`src/rtl/uart_writer_arbiter.sv`:
```
// Round-robin arbiter sharing one uart_writer between several debugger sources.
// Optional watchdog abort on a stuck writer: define UART_WRITER_ARBITER_TIMEOUT_EN.
module uart_writer_arbiter #(
  parameter int unsigned NUM_REQUESTERS = 4,
  parameter int unsigned IN_BUS_SIZE    = 32,
  parameter int unsigned TIMEOUT_CYCLES = 1000000
) (
  input  logic                                  i_clk,
  input  logic                                  i_reset,
  input  logic [NUM_REQUESTERS-1:0]             i_req,
  input  logic [NUM_REQUESTERS*IN_BUS_SIZE-1:0] i_req_data,
  input  logic                                  i_wr_end,
  output logic                                  o_start_wr,
  output logic [IN_BUS_SIZE-1:0]                o_wr_data,
  output logic [NUM_REQUESTERS-1:0]             o_grant,
  output logic [NUM_REQUESTERS-1:0]             o_ack,
  output logic                                  o_busy,
  output logic                                  o_timeout
);

  localparam int unsigned PW = $clog2(NUM_REQUESTERS);

  typedef enum logic [1:0] {
    IDLE,
    START,
    WAIT_END,
    DONE
  } state_t;

  state_t                    state;
  logic [PW-1:0]             ptr;
  logic [PW-1:0]             pick_idx;
  logic                      pick_valid;
  logic [IN_BUS_SIZE-1:0]    pick_data;
  logic [NUM_REQUESTERS-1:0] pick_onehot;
  logic                      wr_end_q;
  logic                      end_edge;
  int unsigned               cand;

`ifdef UART_WRITER_ARBITER_TIMEOUT_EN
  localparam int unsigned CW = $clog2(TIMEOUT_CYCLES) + 1;
  logic [CW-1:0] to_cnt;
`endif

  // Search starts just past the last owner, so the previous winner ranks last.
  always_comb begin
    pick_valid = 1'b0;
    pick_idx   = '0;
    cand       = 0;
    for (int unsigned k = 1; k <= NUM_REQUESTERS; k++) begin
      cand = (32'(ptr) + k) % NUM_REQUESTERS;
      if (!pick_valid && i_req[PW'(cand)]) begin
        pick_valid = 1'b1;
        pick_idx   = PW'(cand);
      end
    end
  end

  assign pick_data   = i_req_data[pick_idx*IN_BUS_SIZE +: IN_BUS_SIZE];
  assign pick_onehot = NUM_REQUESTERS'(1) << pick_idx;

  // The writer's end flag is sticky; only a fresh rising edge marks completion.
  assign end_edge = i_wr_end && !wr_end_q;

  always_ff @(posedge i_clk) begin
    if (!i_reset) begin
      state      <= IDLE;
      ptr        <= PW'(NUM_REQUESTERS - 1);
      wr_end_q   <= 1'b0;
      o_start_wr <= 1'b0;
      o_wr_data  <= '0;
      o_grant    <= '0;
      o_ack      <= '0;
      o_busy     <= 1'b0;
      o_timeout  <= 1'b0;
`ifdef UART_WRITER_ARBITER_TIMEOUT_EN
      to_cnt     <= '0;
`endif
    end else begin
      wr_end_q   <= i_wr_end;
      o_start_wr <= 1'b0;
      o_ack      <= '0;
      o_timeout  <= 1'b0;
      case (state)
        IDLE: begin
          if (pick_valid) begin
            o_grant    <= pick_onehot;
            o_wr_data  <= pick_data;
            ptr        <= pick_idx;
            o_start_wr <= 1'b1;
            o_busy     <= 1'b1;
            state      <= START;
          end
        end
        START: begin
          state <= WAIT_END;
`ifdef UART_WRITER_ARBITER_TIMEOUT_EN
          to_cnt <= '0;
`endif
        end
        WAIT_END: begin
          if (end_edge) begin
            o_ack <= o_grant;
            state <= DONE;
          end
`ifdef UART_WRITER_ARBITER_TIMEOUT_EN
          else if (to_cnt == CW'(TIMEOUT_CYCLES - 1)) begin
            o_timeout <= 1'b1;
            o_grant   <= '0;
            o_busy    <= 1'b0;
            state     <= IDLE;
          end else begin
            to_cnt <= to_cnt + 1'b1;
          end
`endif
        end
        DONE: begin
          o_grant <= '0;
          o_busy  <= 1'b0;
          state   <= IDLE;
        end
        default: state <= IDLE;
      endcase
    end
  end

endmodule

```
`config.mk`:
```
export PLATFORM = sky130hd
export DESIGN_NAME = uart_writer_arbiter
export DESIGN_NICKNAME = d
export VERILOG_FILES = /design/src/rtl/uart_writer_arbiter.sv
export SDC_FILE = /design/constraint.sdc
export NUM_CORES = 1
export LEC_CHECK = 0
export ABC_AREA = 1
export CAP_MARGIN = 5
export CORE_MARGIN = 2
export CORE_UTILIZATION = 44
export DETAILED_ROUTE_END_ITERATION = 6
export PLACE_DENSITY = 0.88
export SETUP_SLACK_MARGIN = 0.5
export SLEW_MARGIN = 25
export SYNTH_ARGS = -nofsm -noshare
export SYNTH_HDL_FRONTEND = slang
export SYNTH_SLANG_ARGS = --single-unit
```
`constraint.sdc`:
```
create_clock -name i_clk -period 4.1 [get_ports i_clk]
set_input_delay 0.82 -clock i_clk [delete_from_list [all_inputs] [get_ports i_clk]]
set_output_delay 0.82 -clock i_clk [all_outputs]
set_load 0.005 [all_outputs]
```
Word-level counts from Yosys, hierarchy flattened
Cells that the tools add are included.

Add/sub/neg operators: 4. Shift operators: 2. Order comparisons: 4. Multiplexer cells: 24. Equal/unequal tests: 5. Reduce and logical (&&, ||, !) cells: 15.

Operators by type and width (count): $shiftx 128x8->32 (1); $lt 2x3->1 const B (4); $mux 2 (6); $mux 1 (10); $bmux 1 s2 (4); $pmux 2 s4 (1); $pmux 4 s2 (1); $reduce_and 2->1 (4); $add 2x1->2 const B (2); $add 2x2->2 const B (2); $eq 2x2->1 const B (2); $logic_and 1x1->1 (4); $logic_not 1->1 (4); $mux 4 (1); $ne 2x2->1 const B (2); $shl 1x2->4 const A (1); $reduce_and 3->1 (1); $eq 2x1->1 const B (1); $logic_not 2->1 (1); $pmux 1 s2 (1); $reduce_bool 2->1 (1).

Output and inout port bits: 43. Bits in registers: 47. Word-level logic and storage cells: 62.

Logic depth before layout (Yosys ltp)
Gate-level depths: netlist (run 1).

Depth in word-level cells: 16. Depth in mapped cells: 18. Mapped depth without buffers: 15.

Worst setup path after synthesis (run 1)
Ideal clock, no wire load.

Path kind: input to register. From: in i_req[3]. To: reg o_wr_data[24]. Path buffers: 2. Setup slack: 1.999 ns. Arrival time: 1.992 ns. Stages: 16. Cells stage by stage: nand2_1 > nand2_2 > nand2_1 > nand2_1 > nor2_4 > nand3_2 > nand2_2 > nand2_2 > buf_6 > buf_6 > nand2_2 > nand2_1 > nand2_1 > nand3_1 > nand2_1 > inv_1.

Cells in the longest elaborated chain, start to end: 13.

RTL lines: from (decl) (RTL line 10) `input logic [NUM_REQUESTERS-1:0] i_req,`; $bmux 1 s2 (RTL line 52) `if (!pick_valid && i_req[PW'(cand)]) begin`; $mux 1 (not written as such) (RTL line 52); $mux 1 (RTL line 52); $logic_not 1->1 (RTL line 52); $logic_and 1x1->1 (RTL line 52); $mux 1 (RTL line 52); $logic_not 1->1 (RTL line 52); $logic_and 1x1->1 (RTL line 52); $mux 1 (RTL line 52); $logic_not 1->1 (RTL line 52); $logic_and 1x1->1 (RTL line 52); $mux 2 or $mux 1 (tied branches) (RTL line 52); $shiftx 128x8->32 or $reduce_and 2->1 (tied branches); to (signal assigned) (RTL line 88) `o_wr_data <= pick_data;`; to (decl) (RTL line 14) `output logic [IN_BUS_SIZE-1:0] o_wr_data,`.

Several ways; a longest one is shown, not always the timed one. The select of a mux whose other input is x is not followed. A chain may end at the register's enable or synchronous reset.

Final worst setup path (run 1)
From: in i_req[0]. To: reg o_wr_data[16].

Same word-level chain as after synthesis.

==> out/qor.txt, run 1 <==
CTS sink count -> 47
Vias in the first global route -> 3886
Reg2reg start -> ptr[0]$_SDFFE_PN1P_
Worst hold-check path type -> reg2reg
# Post-CTS Setup Buffers -> 0
Hold_buf cts -> 0
Worst R2R Path Depth -> 13
Max Cap Viol -> 0
FP Rows -> 32
RSZ-0062 raised after global routing -> no
Die H -> 92.83 um
Largest net degree at the start of global routing -> 65
Cells after Synth -> 614
Net switching power -> 2.162 mW
CTS tree -> built
Hold depth -> 2
Clock Skew -> 0.004408 ns
Syn avg cell area -> 5.655 um2
Number of remaining DRC errors -> 0
Final Instance Area -> 5284 um2
Num CTS Buffers -> 5
Setup_tns -> 0 ns
R2R Path End -> o_wr_data[16]$_SDFFE_PN0P_
Post-Synth Adder-Cell Area -> 1.441%
Global route total overflow -> 0
Ports -> 178
Most repeated library cell on the critical path -> nand2_1
Layout Utilization -> 68.73%
Crit path max fanout -> 33
Dpl hpwl -> 8040 um
# setup viols final -> 0
Clock Pin Slew Worst Setup and Hold Paths -> 0.08 ns
CP top delay family -> buffers and inverters
Setup CP Type -> in2reg
Sw Share -> 51.52%
Total power -> 4.196 mW
Post-synthesis cell area -> 3472 um2
Max frequency -> 0.3457 GHz
Ys Warns -> 0
CTS resizes -> 0
Comb pwr share -> 73.2%
Critical path's slowest cell -> inv_2
Post-synthesis compound-gate area fraction -> 2.739%
LEAKAGE -> 2.676 nW
H-tree depth -> 2
CP Cell Sequence -> clkdlybuf4s50_1 > inv_1 > nand2_1 > nand2_1 > o21ai_2 > inv_1 > nand3_1 > nand2_1 > inv_2 > buf_12 > nor2_1 > nor2_1 > nand2_1 > inv_1
Worst skew pair latency -> 0.29 ns
DR vias -> 4224
First-pass GRT wire length -> 16730 um
Fraction of synthesized area in multiplexers -> 0%
Core Region -> 7687 um2
Routed wire length -> 10690 um
Die width -> 92.83 um
Nets@finish -> 899
R2R Setup Slk -> 1.62 ns
Endpoint class of the critical path -> flip-flop
Post-Synth XOR/XNOR Area -> 0%
CP arrival -> 3.14 ns
Final critical-path required period -> 2.893 ns
Synth Area in Simple Gates -> 54.77%
Syn nets -> 753
DRT Pass-1 Iters -> 4
CTS max path bufs -> 2
Final hold vios -> 0
Synth top area cells -> dfxtp_1 (27%), nand2_1 (26%), nand3_1 (16%), nor2_1 (7.7%), inv_1 (5.4%)
Req. time, crit path -> 4.35 ns
Seq/Total Area, Yosys -> 27.10%
Vias per cell -> 4.895
DRT iter0 DRCs -> 160
Worst Setup Start Kind -> input pin
Critical path's largest stage delay -> 0.50 ns
Post-route ant nets -> 0
Outcome -> finished, final reports clean
Post-Layout Cell Count -> 863
Period utilization -> 70.56%
Clk pwr share -> 9.4%
Peak VDD IR -> 0.5840 mV
Area Growth Syn to Fin -> 52.18%
Tot GR Track Use -> 23.65%
Yosys top cell area share -> 27.10%
Max_slew headroom -> 55.15%
Slew of the pin with the lowest slew margin -> 0.6718 ns
Die area -> 8617 um2
Dpl cell area -> 5151 um2
Initial Util -> 45.17%
Pins over their slew limit -> 0
FF+latch count, synth -> 47
Hold Startpoint -> o_grant[0]$_SDFFE_PN0P_
Port Buffer Count -> 176
Inst Count DP -> 855
Largest family of logic cells by synthesized area -> simple AND/OR/NAND/NOR gates
Sequential share of power -> 17.4%
Worst hold endpoint -> o_ack[0]$_SDFF_PN0_
Critical path buffer and inverter count -> 6
Pwr per Cell Area -> 794.1 nW/um2
Share of cells above drive strength 1 -> 5.519%
Cell variety after synth -> 24
Largest area contributor in the netlist -> dfxtp_1
Mean routed wirelength per cell -> 12.39 um
Routability cong. -> 0.8532
Fill count -> 678
N_diodes -> 0
Initial antenna violation count -> 0
Root Driver -> clkbuf_8
Internal power -> 2.034 mW
-- through the flow --
stage	setup slack, ns	hold WS [ns]
2_1_floorplan	1.999	0.4384
3_3_place_gp	1.049	0.4448
3_5_place_dp	0.9234	0.4422
4_1_cts	1.230	0.4557
5_1_grt	0.9164	0.4757
6_report	1.207	0.4516
-- layout by cell type (no fill, tap or decap), types with 2 or more instances in the layout --
master	count
nand2_1	243
clkdlybuf4s50_1	176
nand3_1	110
nor2_1	71
inv_1	48
dfxtp_1	47
nand2_2	18
a21oi_1	10
inv_2	5
clkbuf_8	5
o21ai_0	4
ha_1	4
buf_4	3
nand2_4	2
nand4_1	2
bufinv_16	2
buf_12	2
-- synth_stat cells (all sizes together) --
cell / number
nand2: 263
nand3: 111
nor2: 73
inv: 54
dfxtp: 47
buf: 38
a21oi: 10
o21ai: 5
clkbuf: 4
ha: 4
nand4: 2
conb: 1
o21a: 1
o31a: 1
-- worst max path at each step --
stage	startpoint	endpoint	cells after the start	slack [ns]
global route	i_req[2]	o_wr_data[22]$_SDFFE_PN0P_	14	0.92
CTS	i_req[2]	o_wr_data[16]$_SDFFE_PN0P_	14	1.23
floorplan	i_req[3]	o_wr_data[24]$_SDFFE_PN0P_	16	2.00
global placement	i_req[2]	o_wr_data[15]$_SDFFE_PN0P_	14	1.05
finish	i_req[0]	o_wr_data[16]$_SDFFE_PN0P_	14	1.21
detailed placement	i_req[1]	o_wr_data[16]$_SDFFE_PN0P_	14	0.92
-- cell families after synthesis --
group / count (synthesis)
buffers and inverters: 96
AO/OA/AOI/OAI: 17
AND/OR/NAND/NOR: 449
flip-flops: 47
other: 1
adder cells (fa/ha/maj): 4
-- sequential cells by signal, indices dropped and copies added, names as in the netlist --
name,flops
o_wr_data,32
ptr,2
o_grant,4
o_ack,4
o_busy,1
state,2
wr_end_q,1
o_start_wr,1
-- layer usage --
metal / global-route usage, % / part of all wire, % / vias to the layer above
li1: - / - / 2177
met1: 24.71 / 39 / 1857
met2: 44.75 / 50 / 166
met3: 6.184 / 8.8 / 24
met4: 9.069 / 2.8 / 0
met5: 0 / 0 / -
-- layout make-up --
class | instances | area [um2] | area share (%)
clock buffers | 6 | 72.57 | 1.373
clock inverters | 2 | 60.06 | 1.137
inverters | 54 | 205.2 | 3.883
multi-input cells | 471 | 2053 | 38.86
flip-flops and latches | 47 | 940.9 | 17.81
well taps | 102 | 127.6 | 2.415
repair buffers | 181 | 1824 | 34.53
-- worst min-delay path, stage by stage (launching register included) --
cell and delay, ns:
dfxtp_1 0.33, inv_1 0.05, nor2_1 0.04
-- power by group through the flow --
stage               Sequential, mW  Clock, mW  Combinational (mW)
finish                       0.731      0.394                3.07
global route                 0.748      0.425                3.48
CTS                          0.731      0.404                3.09
detailed placement           0.739          0                3.07
global placement             0.731          0                2.97
floorplan                    0.716          0                2.40
Power figures use the tool's default switching activity.
==> run 2: changes to the inputs <==
--- a/config.mk
+++ b/config.mk
@@ -8,9 +8,9 @@
 export ABC_AREA = 1
 export CAP_MARGIN = 5
 export CORE_MARGIN = 2
-export CORE_UTILIZATION = 44
+export CORE_UTILIZATION = 37
 export DETAILED_ROUTE_END_ITERATION = 6
-export PLACE_DENSITY = 0.88
+export PLACE_DENSITY = 0.78
 export SETUP_SLACK_MARGIN = 0.5
 export SLEW_MARGIN = 25
 export SYNTH_ARGS = -nofsm -noshare
==> constraint.sdc (replaced) <==
create_clock -name i_clk -period 2.5 [get_ports i_clk]
set_input_delay 0.5 -clock i_clk [delete_from_list [all_inputs] [get_ports i_clk]]
set_output_delay 0.5 -clock i_clk [all_outputs]
set_load 0.005 [all_outputs]
==> out/qor.txt, run 2 (synthesis results as in run 1) <==
Outcome -> finished, final reports clean (unchanged)
DRT iter0 DRCs -> 247 (was 160)
PnR worst setup slack -> 0.4366 ns (was 1.207 ns)
Die width -> 100.9 um (was 92.83 um)
Biggest registers after layout -> o_wr_data (32), o_ack (4), o_grant (4) (unchanged)
CTS tree -> built (unchanged)
Ports -> 178 (unchanged)
Port Buffer Count -> 176 (unchanged)
R2R Setup Slk -> 0.44 ns (was 1.62 ns)
Clock Pin Slew Worst Setup and Hold Paths -> 0.09 ns (was 0.08 ns)
Share of cells above drive strength 1 -> 14.94% (was 5.519%)
CTS sink count -> 47 (unchanged)
Post-route ant nets -> 0 (unchanged)
Die H -> 100.9 um (was 92.83 um)
Pins over their slew limit -> 0 (unchanged)
CTS max path bufs -> 2 (unchanged)
H-tree depth -> 2 (unchanged)
Reg2reg start -> ptr[0]$_SDFFE_PN1P_ (unchanged)
Die area -> 10170 um2 (was 8617 um2)
Number of remaining DRC errors -> 0 (unchanged)
CP Cell Sequence -> inv_8 > nand2_2 > nand2_2 > nand2_2 > nand2_4 > buf_4 > a21oi_2 > nand2_4 > nand2_8 > buf_4 > clkbuf_16 > nand2_2 > nand2_1 > nand2_1 > nand3_1 > nand2_1 > inv_1 (was clkdlybuf4s50_1 > inv_1 > nand2_1 > nand2_1 > o21ai_2 > inv_1 > nand3_1 > nand2_1 > inv_2 > buf_12 > nor2_1 > nor2_1 > nand2_1 > inv_1)
Worst hold-check path type -> reg2reg (unchanged)
R2R Path End -> o_wr_data[25]$_SDFFE_PN0P_ (was o_wr_data[16]$_SDFFE_PN0P_)
Max frequency -> 0.4846 GHz
First-pass GRT wire length -> 19350 um (was 16730 um)
RSZ-0062 raised after global routing -> yes (was no)
Area Growth Syn to Fin -> 76.18% (was 52.18%)
Hold_buf cts -> 0 (unchanged)
# setup viols final -> 0 (unchanged)
Layout Utilization -> 66.84% (was 68.73%)
Setup CP Type -> reg2reg (was in2reg)
Mean routed wirelength per cell -> 14.23 um (was 12.39 um)
Worst skew pair latency -> 0.30 ns (was 0.29 ns)
CP top delay family -> simple AND/OR/NAND/NOR gates (was buffers and inverters)
Critical path buffer and inverter count -> 5 (was 6)
Final hold vios -> 0 (unchanged)
Initial antenna violation count -> 0 (unchanged)
Critical path's slowest cell -> dfxtp_4 (was inv_2)
Core Region -> 9153 um2 (was 7687 um2)
Critical path's largest stage delay -> 0.44 ns (was 0.50 ns)
DRT Pass-1 Iters -> 4 (unchanged)
Routability cong. -> 1.029 (was 0.8532)
DR vias -> 4530 (was 4224)
Max Cap Viol -> 0 (unchanged)
Root Driver -> clkbuf_8 (unchanged)
Setup_tns -> 0 ns (unchanged)
Worst Setup SP -> ptr[0]$_SDFFE_PN1P_ (was i_req[0])
Hold depth -> 2 (unchanged)
Worst Setup Start Kind -> flip-flop (was input pin)
Vias in the first global route -> 4199 (was 3886)
Clock Skew -> 0.005872 ns (was 0.004408 ns)
LEAKAGE -> 3.079 nW (was 2.676 nW)
Worst R2R Path Depth -> 17 (was 13)
Global route total overflow -> 0 (unchanged)
Endpoint class of the critical path -> flip-flop (unchanged)
Worst hold endpoint -> o_ack[3]$_SDFF_PN0_ (was o_ack[0]$_SDFF_PN0_)
Req. time, crit path -> 2.75 ns (was 4.35 ns)
Nets@finish -> 941 (was 899)
Most repeated library cell on the critical path -> nand2_2 (was nand2_1)
Vias per cell -> 4.956 (was 4.895)
N_diodes -> 0 (unchanged)
FP Rows -> 35 (was 32)
Routed wire length -> 13000 um (was 10690 um)
Pre-CTS setup slack -> 0.08969 ns (was 0.9234 ns)
Final critical-path required period -> 2.063 ns
Peak VDD IR -> 0.9700 mV (was 0.5840 mV)
Leading cell type in the layout, fill and taps excluded -> nand2_1 (unchanged)
Period utilization -> 82.53%
Largest net degree at the start of global routing -> 46 (was 65)
Dpl hpwl -> 8096 um (was 8040 um)
Hold Startpoint -> o_grant[3]$_SDFFE_PN0P_ (was o_grant[0]$_SDFFE_PN0P_)
Initial Util -> 37.94% (was 45.17%)
CP arrival -> 2.31 ns (was 3.14 ns)
Pwr per Cell Area -> 1552 nW/um2 (was 794.1 nW/um2)
Largest register FFs -> 32 (unchanged)
Crit path max fanout -> 12 (was 33)
Tot GR Track Use -> 23.42% (was 23.65%)
Most frequent cells in the layout -> nand2_1 (219), clkdlybuf4s50_1 (172), nand3_1 (106), nor2_1 (69), inv_1 (46) (was nand2_1 (243), clkdlybuf4s50_1 (176), nand3_1 (110), nor2_1 (71), inv_1 (48))
Biggest register -> o_wr_data (unchanged)
Num CTS Buffers -> 5 (unchanged)
[run 2: cell count changes in the layout (fill, tap and decap cells not counted), moves of 3 or more]
cell / before / now
buf_16: 0 / 4
nand3_2: 1 / 5
clkdlybuf4s50_1: 176 / 172
dlygate4sd2_1: 0 / 3
buf_6: 0 / 5
nand3_1: 110 / 106
buf_4: 3 / 22
buf_12: 2 / 11
nand2_4: 2 / 13
clkbuf_16: 0 / 3
nand2_2: 18 / 30
nand2_1: 243 / 219
[run 2: power by group]
part	switching, mW	internal (mW)
logic	3.95	3.68
registers	0.167	1.03
clock network	0.268	0.399
total	4.38	5.11
[run 2: layout make-up]
class	count	area (um2)
inverter	54	220.2
timing repair buffer	223	2450
sequential	47	948.4
clock inverter	3	67.56
multi-input combinational	471	2223
clock buffer	5	68.82
tap	111	138.9
fill	770	3035
[run 2: worst max-delay path by stage]
stage,end,cells after the start
floorplan,o_wr_data[24]$_SDFFE_PN0P_,16
global placement,o_wr_data[23]$_SDFFE_PN0P_,16
detailed placement,o_wr_data[7]$_SDFFE_PN0P_,16
CTS,o_wr_data[12]$_SDFFE_PN0P_,17
global route,o_wr_data[30]$_SDFFE_PN0P_,17
finish,o_wr_data[25]$_SDFFE_PN0P_,17
[run 2: repair_timing]
action | CTS | global route
endpoints found under the setup margin | 37 | 34
pin swaps | 2 | 23
buffers inserted | 8 | 15
gates cloned | 6 | 3
resized for setup | 35 | 41
[run 2: worst min-delay path: stages, from the launching register on]
cell and delay, ns:
dfxtp_1 0.34, inv_1 0.05, nor2_1 0.04
[run 2: metrics by stage]
step	hold WS (ns)	std cells	area (um2)	power (mW)
after floorplan	0.4384	614	3472	5.105
after global placement	0.4376	874	5313	6.556
after detailed placement	0.4381	874	5313	6.683
after CTS	0.4586	896	5792	8.592
after global routing	0.4691	914	6117	10.33
final	0.4590	914	6117	9.492
[run 2: layer usage]
layer / up-vias / wire length, um / track usage, %
met5: - / 0 / 0
met4: 0 / 283 / 6.322
met3: 27 / 1047 / 5.548
met2: 200 / 6536 / 42.67
met1: 2035 / 5134 / 27.25
li1: 2268 / - / -
